[config.mk]
export PLATFORM = sky130hd
export DESIGN_NAME = led_effect_scheduler
export DESIGN_NICKNAME = d
export VERILOG_FILES = /design/src/rtl/led_effect_scheduler.sv
export SDC_FILE = /design/constraint.sdc
export NUM_CORES = 1
export LEC_CHECK = 0
export CAP_MARGIN = 30
export CORE_MARGIN = 2
export CORE_UTILIZATION = 45
export DETAILED_ROUTE_END_ITERATION = 16
export SETUP_SLACK_MARGIN = 0.1
export SLEW_MARGIN = 20
export SYNTH_ARGS = -nofsm -noshare
export SYNTH_HDL_FRONTEND = slang
export SYNTH_SLANG_ARGS = --single-unit
[constraint.sdc]
create_clock -name clk_25mhz -period 3.3 [get_ports clk_25mhz]
set_input_delay 0.33 -clock clk_25mhz [delete_from_list [all_inputs] [get_ports clk_25mhz]]
set_output_delay 0.33 -clock clk_25mhz [all_outputs]
set_load 0.03 [all_outputs]
[src/rtl/led_effect_scheduler.sv]
// LED effect scheduler: sequences coin, die and win light effects on a
// 16-LED bank. A free-running divider produces the effect tick. One-deep
// pending latches hold die/coin requests. The priority is win > die > coin.
// The effect output is the FSM state itself, so it also serves as the debug
// view of the FSM.
module led_effect_scheduler #(
   parameter int TICK_DIV   = 2500000,
   parameter int COIN_TICKS = 4,
   parameter int DIE_TICKS  = 8
) (
   input  logic        clk_25mhz,
   input  logic        rst,
   input  logic        win,
   input  logic        die_pulse,
   input  logic        coin_pulse,
   output logic [15:0] LED,
   output logic [1:0]  effect,
   output logic        busy
);

   typedef enum logic [1:0] {
      S_IDLE = 2'd0,
      S_COIN = 2'd1,
      S_DIE  = 2'd2,
      S_WIN  = 2'd3
   } state_t;

   localparam logic [25:0] DIV_LAST  = 26'(TICK_DIV - 1);
   localparam logic [3:0]  COIN_LAST = 4'(COIN_TICKS);
   localparam logic [3:0]  DIE_LAST  = 4'(DIE_TICKS);

   state_t      state, state_nx;
   logic [25:0] div_cnt;
   logic        tick;
   logic [3:0]  tick_cnt, tick_cnt_nx, tick_cnt_inc;
   logic [15:0] led_nx;
   logic        die_pend, coin_pend;
   logic        die_clr, coin_clr;

   assign tick         = (div_cnt == DIV_LAST);
   assign tick_cnt_inc = tick_cnt + 4'd1;
   assign effect       = state;
   assign busy         = (state != S_IDLE);

   // Free-running tick divider; it is never realigned to effect starts.
   always_ff @(posedge clk_25mhz or posedge rst) begin
      if (rst)       div_cnt <= '0;
      else if (tick) div_cnt <= '0;
      else           div_cnt <= div_cnt + 26'd1;
   end

   // State, LED, tick count and pending-latch registers.
   // A pulse in the same cycle as its clear wins, so it leaves the latch set.
   always_ff @(posedge clk_25mhz or posedge rst) begin
      if (rst) begin
         state     <= S_IDLE;
         LED       <= '0;
         tick_cnt  <= '0;
         die_pend  <= 1'b0;
         coin_pend <= 1'b0;
      end else begin
         state     <= state_nx;
         LED       <= led_nx;
         tick_cnt  <= tick_cnt_nx;
         die_pend  <= die_pulse  | (die_pend  & ~die_clr);
         coin_pend <= coin_pulse | (coin_pend & ~coin_clr);
      end
   end

   // Next-state, LED pattern and latch-clear decisions.
   always_comb begin
      state_nx    = state;
      led_nx      = LED;
      tick_cnt_nx = tick_cnt;
      die_clr     = 1'b0;
      coin_clr    = 1'b0;
      if (win) begin
         state_nx = S_WIN;
         if (state != S_WIN) led_nx = 16'hAAAA;
         else if (tick)      led_nx = {LED[0], LED[15:1]};
      end else begin
         case (state)
            S_WIN: begin
               state_nx = S_IDLE;
               led_nx   = 16'h0000;
            end
            S_IDLE, S_COIN: begin
               if (die_pend) begin
                  // Die also preempts a running coin, which is then lost.
                  state_nx    = S_DIE;
                  led_nx      = 16'hFFFF;
                  tick_cnt_nx = 4'd0;
                  die_clr     = 1'b1;
               end else if (state == S_IDLE) begin
                  if (coin_pend) begin
                     state_nx    = S_COIN;
                     led_nx      = 16'hFFFF;
                     tick_cnt_nx = 4'd0;
                     coin_clr    = 1'b1;
                  end else begin
                     led_nx = 16'h0000;
                  end
               end else if (tick) begin
                  tick_cnt_nx = tick_cnt_inc;
                  if (tick_cnt_inc == COIN_LAST) begin
                     state_nx = S_IDLE;
                     led_nx   = 16'h0000;
                  end else begin
                     led_nx = ~LED;
                  end
               end
            end
            S_DIE: begin
               if (tick) begin
                  tick_cnt_nx = tick_cnt_inc;
                  if (tick_cnt_inc == DIE_LAST) begin
                     state_nx = S_IDLE;
                     led_nx   = 16'h0000;
                  end else begin
                     led_nx = {2'b00, LED[15:2]};
                  end
               end
            end
            default: begin
               state_nx = S_IDLE;
               led_nx   = 16'h0000;
            end
         endcase
      end
   end

endmodule

# Word level (Yosys, flattened, before mapping)
# Cells that the tools add are included.
# totals
regBits,50
latch_bits,0
mem_bits_rw,0
rom_bits,0
in_bits,5
out_inout_bits,19
word_cells,71
mem_count,0
# classes
add_sub_neg,2
mul,0
div,0
magnitude_cmp,0
n_eq_ne,14
shift,0
n_mux,34
bitwise_logic,8
reduce_logical,7
# op_table
operator,count
16-bit two-way mux,9
16-bit one-hot mux with 3 select lines,1
"26-bit by 1-bit adder with 26-bit output, second input constant",1
"26-bit by 22-bit == test with 1-bit output, second input constant",1
26-bit two-way mux,1
2-bit two-way mux,8
4-bit two-way mux,4
16-bit inverter,1
"5-bit != test, second input constant",3
14-bit two-way mux,1
1-bit two-way mux,8
4-bit one-hot mux with 2 select lines,1
"3-bit != test, second input constant",2
2-bit one-hot mux with 3 select lines,1
3-bit AND reduction,2
5-bit AND reduction,1
"4-bit by 1-bit adder with 4-bit output, second input constant",1
"2-bit == test, second input constant",2
"4-bit by 3-bit == test with 1-bit output, second input constant",1
"4-bit == test, second input constant",1
"4-bit != test, second input constant",1
2-bit nonzero test,2
"3-bit by 1-bit != test with 1-bit output, second input constant",1
1-bit inverter,3
other kinds (6),8

# Logic depth before layout (Yosys ltp)
# logic_depth
word_depth,8
depth_mapped,8
mapped_depth_nobuf,6

# Least setup slack after synthesis
# No wires, ideal clock.
# synth_path
path_type,register to register
startpoint,"register state[1], in the netlist effect[1]"
endpoint,register LED[0]
arrival_time_ns,1.862
required_ns,3.160
slack_ns,1.298
stages_incl_launch_ff,9
n_path_buf,3
period_less_slack_ns,2.002
cell_sequence,dfrtp_1 buf_2 nand2b_1 buf_2 nor3_1 a311oi_1 or3_1 clkbuf_1 o211ai_1
# synth_between
elab_chain_len,5
elab_cells_between_ends,15
cone_classes,eq/ne: 7; mux: 5; reduce/logical: 3
# synth_rtl
element,line,source
start: declaration,32,"state_t state, state_nx;"
start signal: assignment,62,state <= state_nx;
2-bit logical NOT,"82, 94",
16-bit two-way mux,94,end else if (state == S_IDLE) begin
16-bit two-way mux,88,if (die_pend) begin
16-bit one-hot mux with 3 select lines,82,case (state)
16-bit two-way mux,77,if (win) begin
end signal: assignment,63,LED <= led_nx;
end: declaration,16,"output logic [15:0] LED,"
# Parallel ways exist; a longest one is shown, timed or not.
# A chain may end at the register's enable or synchronous reset.

# Final worst setup path
# layout_path
startpoint,"register state[1], in the netlist effect[1]"
endpoint,register LED[13]
# Same word-level chain as after synthesis.

==> metrics.txt <==
die outline width 82.2 um; mapped cell area 0.00275 mm2; power density over the cells 471 mW/mm2; TritonRoute pass-1 iters 4; initial core utilization 46.4%; clock-pin slew reported for the worst setup and hold paths after clock tree synthesis 0.11 ns; area overhead of the layout relative to synthesis 15.1%; maximum number of pins on one net before global-route repair 27; global-route wire length before repair 10.9 mm; parity-gate share of the synthesized area counting xor and xnor cells 8.28%; number of max-capacitance violations reported 0; HPWL after DPL 4.64 mm; overflow left after global routing 0; clock tree from TritonCTS done; instance count of the mapped netlist 289; total number of vias 2269; maximum resistive drop on vdd 0.000191 V; vias in the first global route 2204; worst slew margin relative to its limit 50.1%; mux contribution to synthesized area 1.14%; floorplan row count 28; iteration-0 DRC count of the detailed router 147; Clock Skew 0.0179 ns; final sum of negative setup slack 0 ns; actual transition at the worst max-transition pin 0.738 ns; most used flip-flop cell after synthesis dfrtp_1; wire per inst 16.8 um; largest fanout on the critical path 14; post-route DRC violation count 0; RePlAce Congestion 0.869; number of top-level pins 24; via count normalized by instance count 5.91; DIE AREA 0.00675 mm2; Slew Limit Fails 0; total length of routed wires 6.45 mm; number of buffers added by the clock tree synthesis step 5; Compound-Gate Fraction of Synth Area 15.0%; number of flops mapped to enable cells by yosys 0; count of different cell masters after synthesis 49; layout cells sized above 1 7.77%; CTS Buffer Depth 2; min cycle time layout 2.35 ns; synthesized-area fraction occupied by and/or/nand/nor cells 25.4%; number of buffers inserted by hold repair at cts 0; FILL cells 533; proportion of netlist area held by the largest area contributor 45.5%; cell taking the most area after synthesis dfrtp_1; proportion of register bits with asynchronous set or reset after synthesis 100%; class of the worst hold path in2async; CTS-repair resized insts 0; largest family of logic cells by synthesized area simple AND/OR/NAND/NOR gates; critical path required time 3.51 ns; PortBufs 23; number of nets in the synthesized netlist 296; Diodes inserted 0; kind of end point of the critical path flip-flop; length in cells of the worst reg-to-reg path 7; number of warning messages in the yosys log 0; Total GRT Usage 21.4%; Leakage 1.30 nW; outcome completed; adder and majority cell fraction of the synthesized area 0.910%; average cell area after synthesis 9.51 um2; setup violators final 0; remaining antenna violation count after routing 0; maximum level of the CTS H-tree 2; root buffer cell clkbuf_8; number of clock sinks 50; share of the yosys chip area belonging to registers 45.5%; count leader, synth dfrtp_1; kind of start point of the critical path flip-flop; number of antenna violations at the first check in global routing 0; core area 0.00592 mm2; cell types with the highest counts after synthesis dfrtp_1 (50), nand3_1 (33), nor2_1 (26), nor3_1 (22), xnor2_1 (17); type of the setup path with the least slack reg2reg; Post-layout nets 315; die span in y 82.2 um; Post-Route Hold Slack 0.390 ns; clock latency reported for the late side of the worst-skew pair 0.31 ns; maximum frequency from static timing analysis 0.425 GHz; main area contributors after synthesis dfrtp_1 (46%), nand3_1 (6.0%), xnor2_1 (5.4%), nor3_1 (4.0%), nor2_1 (3.6%); crit path DAT 2.56 ns; unrepaired setup endpoints after global routing false; Synth Register Bits 50; post-route fraction of the period consumed by the critical path 71.3%; count of buffers added by post-CTS timing repair for setup 0; number of hold violations in the final report 0
[power breakdown]
group / total (mW) / leakage, nW / switching [mW] / internal, mW
logic: 0.368 / 0.621 / 0.213 / 0.155
clock network: 0.391 / 0.0478 / 0.218 / 0.173
registers: 0.731 / 0.635 / 0.0755 / 0.655
[cells in the final DEF (no fill, tap or decap), types with 2 or more instances in the layout]
| cell type | count |
|---|---|
| buf_4 | 7 |
| a311oi_1 | 2 |
| nor2_1 | 26 |
| inv_1 | 5 |
| a21boi_0 | 2 |
| o21ai_0 | 3 |
| or3_1 | 2 |
| and3_1 | 8 |
| xnor2_1 | 17 |
| nor4_1 | 2 |
| nand4_1 | 3 |
| o211a_1 | 8 |
| clkbuf_8 | 6 |
| clkdlybuf4s50_1 | 23 |
| o31ai_1 | 3 |
| nor3_1 | 22 |
| xor2_1 | 9 |
| nand3_1 | 33 |
| mux2i_1 | 2 |
| a221oi_1 | 5 |
| or4_1 | 2 |
| dfrtp_1 | 50 |
| o211ai_1 | 8 |
| nand2b_1 | 3 |
| and4_1 | 2 |
| ha_1 | 2 |
| a21oi_1 | 6 |
| nor4_2 | 2 |
| o32ai_1 | 8 |
| nand2_1 | 13 |
| and2_1 | 4 |
[area by class of cell]
cell class / instances / area (um2) / area share [%]
multi-input combinational: 214 / 1390 / 44.1
clock inverter: 2 / 16.3 / 0.514
clock buffer: 6 / 82.6 / 2.61
timing repair buffer: 31 / 303 / 9.57
sequential: 50 / 1250 / 39.6
inverter: 6 / 22.5 / 0.712
tap: 75 / 93.8 / 2.97
[final timing paths]
check                            from          end  slack [ns]
setup / recovery            effect[1]      LED[13]        0.95
hold / removal                    rst       LED[5]        0.39
setup reg to reg            effect[1]      LED[13]        0.95
hold reg to reg            div_cnt[0]   div_cnt[0]        0.49
max in group asynchronous         rst  tick_cnt[0]        2.35
min in group clk_25mhz     div_cnt[0]   div_cnt[0]        0.49
[per-stage QoR]
stage / util (%) / instance area (um2) / cells / power, mW / setup WS (ns)
global route: 53.4 / 3160 / 384 / 1.56 / 0.815
finish: 53.4 / 3160 / 384 / 1.49 / 0.946
CTS: 53.4 / 3160 / 384 / 1.50 / 0.970
detailed placement: 51.8 / 3060 / 376 / 1.11 / 0.697
global placement: 51.4 / 3040 / 375 / 1.11 / 0.765
floorplan: - / 2750 / 289 / 0.956 / 1.30
[flip-flops by register name, summed over array words and instances (netlist names)]
signal and flops:
LED 16, coin_pend 1, die_pend 1, div_cnt 26, effect 2, tick_cnt 4
[worst max-delay path: stages, from the launching register on]
cell     delay (ns)
dfrtp_1        0.53
nor2b_1        0.20
buf_4          0.19
nand2_1        0.07
o21ai_0        0.19
buf_4          0.24
or4_1          0.63
o211a_1        0.20
[cells by family after synthesis]
group | after synthesis
multiplexers | 3
AND/OR/NAND/NOR | 131
adder cells (fa/ha/maj) | 2
XOR/XNOR | 26
AO/OA/AOI/OAI | 52
flip-flops | 50
buffers and inverters | 25
[routing by layer]
layer  share of wire [%]  vias up  track usage (%)
li1                    -     1101                -
met1                  46     1107             28.3
met2                  48       51             35.6
met3                 4.0       10             3.59
met4                 1.5        0             7.33
met5                   0        -                0
No activity file was read; power rests on OpenSTA's default activity.
